$ cat config.mk
export PLATFORM = sky130hd
export DESIGN_NAME = row_window_loader
export DESIGN_NICKNAME = d
export VERILOG_FILES = /design/src/rtl/row_window_loader_pkg.sv /design/src/rtl/row_window_loader_slot.sv /design/src/rtl/row_window_loader.sv
export SDC_FILE = /design/constraint.sdc
export NUM_CORES = 1
export LEC_CHECK = 0
export BUFFER_PORTS_ARGS = -buffer_cell sky130_fd_sc_hd__buf_2
export CELL_PAD_IN_SITES_DETAIL_PLACEMENT = 1
export CELL_PAD_IN_SITES_GLOBAL_PLACEMENT = 1
export CORE_MARGIN = 10
export CORE_UTILIZATION = 42
export DETAILED_ROUTE_END_ITERATION = 12
export HOLD_SLACK_MARGIN = 0.06
export MAX_ROUTING_LAYER = met4
export PLACE_DENSITY = 0.88
export REMOVE_ABC_BUFFERS = 1
export SKIP_LAST_GASP = 1
export SLEW_MARGIN = 20
export SYNTH_ARGS = -nofsm -noshare
export SYNTH_HDL_FRONTEND = slang
export SYNTH_SLANG_ARGS = --single-unit
$ cat constraint.sdc
create_clock -name clk -period 4 [get_ports clk]
set_input_delay 0.8 -clock clk [delete_from_list [all_inputs] [get_ports clk]]
set_output_delay 0.8 -clock clk [all_outputs]
set_load 0.03 [all_outputs]
$ cat src/rtl/row_window_loader_pkg.sv
// Shared types and constants for the row window loader and its row registers.
// LENGTH is the row width seen by the downstream wavelet block processor.
package row_window_loader_pkg;

  localparam int LENGTH = 8;
  localparam int COL_W  = (LENGTH > 1) ? $clog2(LENGTH) : 1;

  typedef logic [LENGTH-1:0][7:0] row_t;

  typedef enum logic [1:0] {
    ITER_FIRST = 2'd0,
    ITER_MID   = 2'd1,
    ITER_LAST  = 2'd2
  } iter_t;

  typedef enum logic [2:0] {
    ST_IDLE  = 3'd0,
    ST_LOAD  = 3'd1,
    ST_START = 3'd2,
    ST_WAIT  = 3'd3,
    ST_DONE  = 3'd4
  } ld_state_t;

  function automatic iter_t iter_flag_of(input logic is_first, input logic is_last);
    if (is_first) return ITER_FIRST;
    if (is_last)  return ITER_LAST;
    return ITER_MID;
  endfunction

endpackage

$ cat src/rtl/row_window_loader_slot.sv
// One LENGTH-byte window slot: single-byte indexed write plus whole-row parallel load.
// Parallel load wins over an indexed write in the same cycle.
module row_slot_writer
  import row_window_loader_pkg::*;
(
  input  logic             clk,
  input  logic             reset,
  input  logic             wr_en_i,
  input  logic [COL_W-1:0] wr_idx_i,
  input  logic [7:0]       wr_data_i,
  input  logic             load_en_i,
  input  row_t             load_row_i,
  output row_t             row_o
);

  row_t row_q;

  always_ff @(posedge clk) begin
    if (reset) begin
      row_q <= '0;
    end else if (load_en_i) begin
      row_q <= load_row_i;
    end else if (wr_en_i) begin
      row_q[wr_idx_i] <= wr_data_i;
    end
  end

  assign row_o = row_q;

endmodule

$ cat src/rtl/row_window_loader.sv
// Assembles the three-row window for the wavelet block processor from a raster
// pixel stream, then hands off with bp_en and waits for bp_result per iteration.
module row_window_loader
  import row_window_loader_pkg::*;
#(
  parameter int HEIGHT = 8
) (
  input  logic       clk,
  input  logic       reset,
  input  logic       pix_valid,
  input  logic [7:0] pix_data,
  input  logic       pix_sof,
  output logic       pix_ready,
  output row_t       row_0,
  output row_t       row_1,
  output row_t       row_2,
  output logic [1:0] iter_flag,
  output logic       bp_en,
  input  logic       bp_result,
  output logic       busy,
  output logic       frame_done,
  output ld_state_t  state_dbg
);

  localparam int ITERS = HEIGHT / 2;
  localparam int IW    = $clog2(ITERS) + 1;
  localparam logic [IW-1:0]    LAST_ITER = IW'(ITERS - 1);
  localparam logic [COL_W-1:0] LAST_COL  = COL_W'(LENGTH - 1);

  ld_state_t        state_q;
  logic [COL_W-1:0] col_q;
  logic [1:0]       slot_q;
  logic [IW-1:0]    iter_q;
  iter_t            iter_flag_q;
  logic             pix_ready_q;
  logic             bp_en_q;
  logic             busy_q;
  logic             frame_done_q;

  logic             accept;
  logic             is_last_iter;
  logic [1:0]       last_slot;
  logic             load_fin;
  logic             sof_hit;
  logic             shift_row0;
  logic [2:0]       wr_en;
  logic [COL_W-1:0] wr_idx;

  // pix_ready is registered, so a beat transfers against the ready seen this cycle.
  always_comb begin
    accept       = pix_valid & pix_ready_q;
    is_last_iter = (iter_q == LAST_ITER);
    last_slot    = is_last_iter ? 2'd1 : 2'd2;
    load_fin     = accept && (state_q == ST_LOAD) && (col_q == LAST_COL) && (slot_q == last_slot);
    sof_hit      = accept && pix_sof && (state_q == ST_IDLE);
    shift_row0   = bp_result && (state_q == ST_WAIT) && !is_last_iter;
    wr_idx       = (state_q == ST_IDLE) ? '0 : col_q;
    wr_en        = 3'b000;
    if (sof_hit) begin
      wr_en[0] = 1'b1;
    end else if (accept && (state_q == ST_LOAD)) begin
      wr_en[slot_q] = 1'b1;
    end
  end

  always_ff @(posedge clk) begin
    if (reset) begin
      state_q      <= ST_IDLE;
      col_q        <= '0;
      slot_q       <= '0;
      iter_q       <= '0;
      iter_flag_q  <= ITER_FIRST;
      pix_ready_q  <= 1'b0;
      bp_en_q      <= 1'b0;
      busy_q       <= 1'b0;
      frame_done_q <= 1'b0;
    end else begin
      bp_en_q      <= 1'b0;
      frame_done_q <= 1'b0;
      case (state_q)
        ST_IDLE: begin
          pix_ready_q <= 1'b1;
          if (sof_hit) begin
            busy_q  <= 1'b1;
            col_q   <= COL_W'(1);
            slot_q  <= 2'd0;
            iter_q  <= '0;
            state_q <= ST_LOAD;
          end
        end
        ST_LOAD: begin
          if (accept) begin
            if (col_q == LAST_COL) begin
              col_q <= '0;
              if (load_fin) begin
                pix_ready_q <= 1'b0;
                bp_en_q     <= 1'b1;
                iter_flag_q <= iter_flag_of(iter_q == '0, is_last_iter);
                state_q     <= ST_START;
              end else begin
                slot_q <= slot_q + 2'd1;
              end
            end else begin
              col_q <= col_q + COL_W'(1);
            end
          end
        end
        ST_START: begin
          state_q <= ST_WAIT;
        end
        ST_WAIT: begin
          if (bp_result) begin
            if (is_last_iter) begin
              frame_done_q <= 1'b1;
              busy_q       <= 1'b0;
              state_q      <= ST_DONE;
            end else begin
              iter_q      <= iter_q + IW'(1);
              slot_q      <= 2'd1;
              col_q       <= '0;
              pix_ready_q <= 1'b1;
              state_q     <= ST_LOAD;
            end
          end
        end
        ST_DONE: begin
          pix_ready_q <= 1'b1;
          state_q     <= ST_IDLE;
        end
        default: begin
          pix_ready_q <= 1'b0;
          state_q     <= ST_IDLE;
        end
      endcase
    end
  end

  // Slot 0 also takes the previous even row from slot 2 between iterations.
  row_slot_writer u_slot0 (
    .clk(clk), .reset(reset), .wr_en_i(wr_en[0]), .wr_idx_i(wr_idx), .wr_data_i(pix_data),
    .load_en_i(shift_row0), .load_row_i(row_2), .row_o(row_0)
  );

  row_slot_writer u_slot1 (
    .clk(clk), .reset(reset), .wr_en_i(wr_en[1]), .wr_idx_i(wr_idx), .wr_data_i(pix_data),
    .load_en_i(1'b0), .load_row_i('0), .row_o(row_1)
  );

  row_slot_writer u_slot2 (
    .clk(clk), .reset(reset), .wr_en_i(wr_en[2]), .wr_idx_i(wr_idx), .wr_data_i(pix_data),
    .load_en_i(1'b0), .load_row_i('0), .row_o(row_2)
  );

  assign pix_ready  = pix_ready_q;
  assign iter_flag  = iter_flag_q;
  assign bp_en      = bp_en_q;
  assign busy       = busy_q;
  assign frame_done = frame_done_q;
  assign state_dbg  = state_q;

endmodule

==> results of run 1 <==
state kept, by name (all words and copies together), names as in the netlist:
signal / flops
u_slot1.row_o: 64
u_slot2.row_o: 64
u_slot0.row_o: 64
pix_ready: 1
iter_q: 3
bp_en: 1
col_q: 3
slot_q: 2
frame_done: 1
iter_flag: 2
busy: 1
state_dbg: 3
per-stage QoR:
| step | area [um2] | worst slack, ns | power (uW) |
|---|---|---|---|
| after CTS | 10700 | 1.16 | 4280 |
| after detailed placement | 10000 | 1.17 | 2320 |
| final | 10700 | 1.16 | 4250 |
| after floorplan | 8370 | -0.154 | 2200 |
| after global placement | 10000 | 1.29 | 2320 |
| after global routing | 10700 | 0.940 | 4380 |
final timing paths:
check / startpoint / cells past startpoint / end / slack (ns)
max: state_dbg[1] / 5 / u_slot0.row_o[15] / 1.16
min: u_slot1.row_o[51] / 2 / u_slot1.row_o[51] / 0.47
max reg2reg: state_dbg[1] / 5 / u_slot0.row_o[15] / 1.16
min reg2reg: u_slot1.row_o[51] / 2 / u_slot1.row_o[51] / 0.47
logic make-up (layout without fill, tap and decap cells):
| kind of cell | Yosys count | count (layout) | synth area share [%] |
|---|---|---|---|
| AOI/OAI and AO/OA | 380 | 380 | 25.2 |
| adders and majority gates | 8 | 8 | 1.12 |
| buffers and inverters | 133 | 278 | 7.05 |
| DFF | 209 | 209 | 46.7 |
| muxes | 26 | 26 | 2.90 |
| and+or+nand+nor | 310 | 310 | 17.1 |
per-layer routing:
layer	routed length (um)	GRT usage [%]
met5	0	-
met4	802	6.24
met3	2740	5.37
met2	15800	38.0
met1	13700	28.1
cell usage in the layout (no fill, tap or decap), types with 4 or more instances in the layout:
| cell | n |
|---|---|
| and3b_1 | 4 |
| inv_1 | 9 |
| or2_2 | 4 |
| or3_1 | 4 |
| nand3_1 | 171 |
| dfxtp_1 | 209 |
| buf_2 | 212 |
| nand2_1 | 5 |
| ha_1 | 8 |
| nand2b_1 | 7 |
| nor2_1 | 89 |
| o21ai_1 | 26 |
| a21oi_1 | 119 |
| a311oi_1 | 57 |
| clkbuf_16 | 23 |
| a211oi_1 | 11 |
| o21ai_0 | 148 |
| buf_12 | 4 |
| buf_4 | 14 |
| nor3_2 | 4 |
| clkbuf_1 | 10 |
| mux2i_1 | 26 |
report_power, final:
group | switching (uW) | internal [uW] | total [uW]
logic | 147 | 36.3 | 183
registers | 9.50 | 2090 | 2100
clock network | 828 | 1140 | 1970
worst min-delay path, delay by kind of cell, from the launching register on:
kind / cells / cell delay (ns)
AOI/OAI and AO/OA: 2 / 0.12
DFF: 1 / 0.30
area by class of cell:
class,count,share of cell area [%]
sequential,209,39.2
timing repair buffer,231,11.8
clock buffer,34,5.87
multi-input combinational,724,39.2
tap,275,3.22
inverter,9,0.316
clock inverter,4,0.457
==> summary.txt, run 1 <==
Final layout
  – Final Non-Filler Cells: 1486
  – Final Core Density: 50.8%
  – Multi-input logic area: 4190 um2
  – Fillers: 2514
  – Area Overhead vs Synth: 19.1%
  – Share of cells above drive strength 1: 23.5%
  – Final #Nets: 1219
  – Reg area: 4180 um2
  – Diodes inserted: 0

Critical path
  – WP data arrival: 3.23 ns
  – CP Capture Type: register
  – Critical Path, Cell by Cell: and3b_1 > o21ai_4 > buf_4 > o21ai_0 > a311oi_1
  – CP required: 4.39 ns
  – Crit Path Max Fanout: 32
  – Max incr delay on CP: 0.87 ns
  – Crit path launch type: register
  – WP buf/inv: 1
  – CP Class: register to register
  – Slowest stage cell, crit path: dfxtp_1
  – Family with the most delay on the worst path: compound AO/OA/AOI/OAI gates

Floorplanning
  – Die footprint: 27600 um2
  – Row cnt: 53
  – IO Count: 214
  – Die height: 166 um
  – Initial core utilization: 42.7%
  – Core region area: 21000 um2
  – Die width: 166 um

Synth
  – Syn Std Cell Area: 8970 um2
  – Ys Warns: 0
  – EDFF count, synth: 0
  – Sequential area share after synthesis: 46.7%
  – Async S/R FF share, synth: 0%
  – Synthesized area per cell: 8.41 um2
  – Netlist cell types: 50
  – Post-Synthesis Cells: 1066
  – Largest cells by area after synthesis: dfxtp_1 47%, nand3_1 9.7%, o21ai_0 8.3%
  – Most instantiated cells after synthesis: 209 x dfxtp_1, 174 x nand3_1, 148 x o21ai_0
  – Area leader, netlist: dfxtp_1
  – Share of Yosys cell area claimed by the top area cell type: 46.7%
  – Seq cells post-synth: 209
  – Main flop type after synthesis: dfxtp_1
  – Most frequent cell after synthesis: dfxtp_1

Worst hold path
  – Min-delay worst type: register to register

Outcome
  – Outcome: finished, final reports clean

Power and ir drop
  – Max rail drop VDD: 322 uV
  – Pwr/cell area: 398 nW/um2
  – Leak: 0.00444 uW

Global route
  – Antenna violations before repair: 0
  – GR Overflow Total: 0
  – GRT Total Usage: 23.2%
  – First-pass GRT wire length: 52400 um
  – Largest net degree at the start of global routing: 101
  – Vias in the first global route: 9216

CTS
  – CTS tree: yes
  – Inserted Clock Buffers: 23
  – Resize count post-CTS: 0
  – Clock sink total: 209
  – Clk pin slew, worst setup/hold paths: 0.06 ns
  – # H-tree levels: 1
  – Hold Buf Count CTS: 0
  – Post-CTS setup buffers: 0
  – Worst skew pair latency: 0.51 ns
  – CTS max path bufs: 3
  – CTS root buf: clkbuf_16

Timing
  – Final Hold Viols: 0
  – F_max: 352 MHz
  – Final Max Tran Viols: 0
  – Final hold slack: 0.473 ns
  – Setup violators final: 0
  – Worst rel slew slack: 27.1%
  – Period minus WS final: 2.84 ns
  – Slew @ Worst Pin: 1.09 ns
  – Tcrit/Tclk final: 71.0%
  – Final Skew: 0.0196 ns
  – Setup TNS: 0 ns
  – RSZ-0062 raised after global routing: no

Place
  – HPWL after DPL: 20700 um
  – PortBufs: 213
  – Placed cell count: 1448
  – Gpl congestion: 0.774

Routing
  – Post-Route WL: 33100 um
  – Pre-antenna DRT Iters: 5
  – WL/cell: 22.3 um
  – DRC Markers: 0
  – Via density: 6.03
  – Post-route ant nets: 0
  – Initial DRC Count: 639
  – Via count: 8966

Job
  – Max Cap Viol: 0
Note: power is estimated with default switching activity, not from simulation.
==> run 2: changes to the inputs <==
Settings changed: CORE_UTILIZATION 42 to 39, PLACE_DENSITY 0.88 to 0.83.
Clock period 4 ns to 2.88 ns, I/O delays scaled along.
==> summary.txt, run 2 (synthesized netlist as in run 1, its figures left out) <==
Timing
  – Tcrit/Tclk final: 85.3%
  – RSZ-0062 raised after global routing: no
  – Final Max Tran Viols: 0
  – Slew @ Worst Pin: 0.773 ns
  – Worst rel slew slack: 48.4%
  – Final Skew: 0.0119 ns
  – Period minus WS final: 2.46 ns
  – F_max: 407 MHz
  – Final Hold Viols: 0
  – Setup violators final: 0

Place
  – Dpl cell area: 10100 um2
  – PortBufs: 213
  – Placed cell count: 1471
  – HPWL after DPL: 21000 um
  – Gpl congestion: 0.799

CTS
  – Post-CTS setup buffers: 0
  – CTS tree: yes
  – # H-tree levels: 1
  – Worst skew pair latency: 0.51 ns
  – Clk pin slew, worst setup/hold paths: 0.06 ns
  – Clock sink total: 209
  – Resize count post-CTS: 0
  – Inserted Clock Buffers: 24
  – Hold Buf Count CTS: 0
  – CTS root buf: clkbuf_16
  – CTS max path bufs: 3

Power and ir drop
  – Pwr/cell area: 575 nW/um2
  – Cell-internal power: 4830 uW
  – Clk network pwr share: 49.3%
  – Switch Pwr: 1440 uW
  – Max rail drop VDD: 314 uV
  – Switch share: 22.9%
  – Sequential power share: 46.4%
  – Leak: 0.00457 uW
  – Power, Total: 6270 uW
  – Combinational power share: 4.2%

Critical path
  – Slowest stage cell, crit path: or3_1
  – CP Capture Type: register
  – Critical Path, Cell by Cell: nor3_4 > or3_1 > o21ai_0 > a311oi_1
  – WP data arrival: 2.87 ns
  – CP Class: register to register
  – Crit path launch type: register
  – Family with the most delay on the worst path: simple AND/OR/NAND/NOR gates
  – Max incr delay on CP: 0.70 ns
  – WP buf/inv: 0
  – Crit Path Max Fanout: 24
  – CP required: 3.30 ns

Final layout
  – Final Non-Filler Cells: 1511
  – Post-route cell area: 10900 um2
  – Diodes inserted: 0
  – Final Core Density: 48.2%
  – Most common cell after layout, fill and taps aside: buf_2
  – Share of cells above drive strength 1: 24.9%
  – Commonest cells after routing, fill and taps aside: 212 x buf_2, 209 x dfxtp_1, 171 x nand3_1, 148 x o21ai_0, 119 x a21oi_1
  – Area Overhead vs Synth: 21.6%
  – Fillers: 2728
  – Final #Nets: 1233

Routing
  – Pre-antenna DRT Iters: 5
  – Post-route ant nets: 0
  – Via count: 8933
  – Via density: 5.91
  – Initial DRC Count: 701
  – Post-Route WL: 33500 um
  – WL/cell: 22.1 um
  – DRC Markers: 0

Worst hold path
  – Min-delay worst type: input port to register

Outcome
  – Outcome: finished, final reports clean

Global route
  – GRT Total Usage: 22.6%
  – Largest net degree at the start of global routing: 89
  – GR Overflow Total: 0
  – Antenna violations before repair: 0
  – First-pass GRT wire length: 52400 um
  – Vias in the first global route: 9261

Floorplanning
  – Initial core utilization: 39.6%
  – Die height: 172 um
  – Core region area: 22600 um2
  – Die width: 172 um
  – Row cnt: 55
  – IO Count: 214
  – Die footprint: 29500 um2

Job
  – Max Cap Viol: 0
run 2: final timing paths:
path | cells after the start | slack (ns) | end | startpoint
worst max-delay path | 4 | 0.42 | u_slot0.row_o[23] | state_dbg[1]
worst min-delay path | 3 | 0.45 | state_dbg[2] | bp_result
worst max register to register | 4 | 0.42 | u_slot0.row_o[23] | state_dbg[1]
worst min register to register | 2 | 0.48 | u_slot1.row_o[40] | u_slot1.row_o[40]
run 2: routing by layer:
layer	vias to the layer above	share of wire [%]	wire length, um	global-route usage, %
li1	4153	-	-	-
met1	4470	43	14300	27.7
met2	266	49	16300	37.9
met3	44	6.1	2040	4.03
met4	0	2.2	741	5.48
met5	-	0	0	-
run 2: layout make-up:
class / count / area, um2 / area share, %
multi-input combinational: 724 / 4190 / 38.4
sequential: 209 / 4180 / 38.4
timing repair buffer: 244 / 1360 / 12.4
clock buffer: 35 / 713 / 6.54
tap: 285 / 357 / 3.27
clock inverter: 5 / 75.1 / 0.688
inverter: 9 / 33.8 / 0.310
run 2: power by group through the flow:
stage / Sequential [uW] / Combinational, uW / Clock (uW)
floorplan: 2990 / 69.3 / 0
global placement: 2980 / 258 / 0
detailed placement: 2980 / 263 / 0
CTS: 2910 / 264 / 3140
global route: 2910 / 282 / 3270
finish: 2910 / 266 / 3090
run 2: through the flow:
stage	hold slack, ns	setup TNS (ns)	worst slack (ns)
after global placement	0.459	0	0.626
final	0.451	0	0.424
after global routing	0.442	0	0.242
after detailed placement	0.469	0	0.547
after CTS	0.439	0	0.463
after floorplan	0.448	-77.37	-1.27
run 2: worst min-delay path, cell delays in order:
cell	delay (ns)
buf_2	0.13
nand4_1	0.15
nor2_1	0.05
==> run 3: changes to the inputs <==
Settings changed: BUFFER_PORTS_ARGS -buffer_cell sky130_fd_sc_hd__buf_2 to -buffer_cell sky130_fd_sc_hd__clkbuf_2, CORE_UTILIZATION 39 to 36, PLACE_DENSITY 0.83 to 0.81.
Clock period 2.88 ns to 2.23 ns, I/O delays scaled along.
==> summary.txt, run 3 (synthesized netlist as in run 1, its figures left out) <==
Floorplanning
  – Die footprint: 31600 um2
  – Row cnt: 57
  – IO Count: 214
  – Die width: 178 um
  – Initial core utilization: 36.8%
  – Core region area: 24400 um2
  – Die height: 178 um

CTS
  – Worst skew pair latency: 0.51 ns
  – Resize count post-CTS: 0
  – Hold Buf Count CTS: 0
  – CTS root buf: clkbuf_16
  – CTS max path bufs: 3
  – Clock sink total: 209
  – Clk pin slew, worst setup/hold paths: 0.06 ns
  – # H-tree levels: 1
  – Post-CTS setup buffers: 0
  – CTS tree: yes
  – Inserted Clock Buffers: 23

Final layout
  – Area Overhead vs Synth: 23.0%
  – Post-route cell area: 11000 um2
  – Final Non-Filler Cells: 1558
  – Reg area: 4190 um2
  – Diodes inserted: 0
  – Multi-input logic area: 4200 um2
  – Commonest cells after routing, fill and taps aside: 212 x clkbuf_2, 208 x dfxtp_1, 171 x nand3_1, 148 x o21ai_0, 119 x a21oi_1
  – Most common cell after layout, fill and taps aside: clkbuf_2
  – Fillers: 2969
  – Share of cells above drive strength 1: 25.7%
  – Final #Nets: 1241

Critical path
  – Crit path launch type: register
  – FF-to-FF setup slack: 0.18 ns
  – CP Capture Type: register
  – Family with the most delay on the worst path: flip-flops
  – Slowest stage cell, crit path: dfxtp_1
  – Max incr delay on CP: 0.61 ns
  – WP buf/inv: 1
  – Crit Path Max Fanout: 42
  – WP data arrival: 2.45 ns
  – CP Class: register to register
  – CP required: 2.63 ns
  – Critical Path, Cell by Cell: and3b_1 > o21a_2 > buf_12 > nand3_1 > a311oi_1

Place
  – HPWL after DPL: 21500 um
  – PortBufs: 213
  – Dpl cell area: 10300 um2
  – Gpl congestion: 0.808
  – Placed cell count: 1519

Timing
  – Worst rel slew slack: 41.0%
  – Setup violators final: 0
  – Slew @ Worst Pin: 0.884 ns
  – Tcrit/Tclk final: 92.0%
  – Final Skew: 0.0130 ns
  – F_max: 487 MHz
  – Final Hold Viols: 0
  – Final Max Tran Viols: 0
  – RSZ-0062 raised after global routing: no
  – Period minus WS final: 2.05 ns

Global route
  – Met1 track demand over resource: 25.6%
  – Antenna violations before repair: 0
  – Vias in the first global route: 9366
  – First-pass GRT wire length: 53700 um
  – GRT Total Usage: 21.4%
  – Most used routing layer: met2
  – Largest net degree at the start of global routing: 85
  – Met2 usage: 35.3%
  – GR Overflow Total: 0
  – Routing usage on met3: 5.97%

Routing
  – DRC Markers: 0
  – Pre-antenna DRT Iters: 5
  – Post-route ant nets: 0
  – WL/cell: 21.8 um
  – Initial DRC Count: 615
  – Via count: 8994
  – Via density: 5.77
  – Post-Route WL: 34000 um

Job
  – Max Cap Viol: 0

Worst hold path
  – Min-delay worst type: input port to register

Power and ir drop
  – Leak: 0.00442 uW
  – Pwr/cell area: 711 nW/um2
  – Max rail drop VDD: 381 uV

Outcome
  – Outcome: finished, final reports clean
## run 3: stage by stage
step | hold WS (ns) | util (%) | setup WS (ns) | total power, uW | setup TNS [ns]
floorplan | 0.448 | - | -1.92 | 3950 | -171.24
global placement | 0.464 | 42.2 | 0.153 | 4190 | 0
detailed placement | 0.471 | 42.2 | 0.0982 | 4200 | 0
CTS | 0.311 | 45.2 | 0.0345 | 7910 | 0
global route | 0.338 | 45.2 | 0.00575 | 8090 | 0
finish | 0.329 | 45.2 | 0.178 | 7840 | 0
## run 3: layer usage
metal	part of all wire (%)	vias up	wire, um
li1	-	4180	-
met4	1.7	0	578
met5	0	-	0
met3	7.9	44	2700
met1	43	4494	14600
met2	47	276	16100
## run 3: path summary, 6_finish.rpt
check | startpoint | endpoint | depth (start not counted)
worst min register to register | u_slot1.row_o[59] | u_slot1.row_o[59] | 2
worst max register to register | state_dbg[0] | u_slot0.row_o[47] | 5
worst min-delay path | bp_result | state_dbg[0] | 4
worst max-delay path | state_dbg[0] | u_slot0.row_o[47] | 5
## run 3: report_power, final
part | total (uW) | switching [uW] | internal, uW
sequential | 3760 | 12.3 | 3740
combinational | 367 | 283 | 83.8
clock | 3710 | 1540 | 2170
## run 3: worst register-to-register path: cells and delay by family (launching register included)
family,cells,cell delay (ns)
flops,1,0.61
simple gates,2,0.52
buf+inv,1,0.25
compound gates,2,0.56
## run 3: layout make-up
cell class / instances / share of cell area, %
Clock buffer: 33 / 6.01
Clock inverter: 6 / 0.533
Inverter: 9 / 0.306
Multi-Input combinational cell: 724 / 38.1
Sequential cell: 209 / 38.0
Tap cell: 324 / 3.68
Timing Repair Buffer: 253 / 13.4
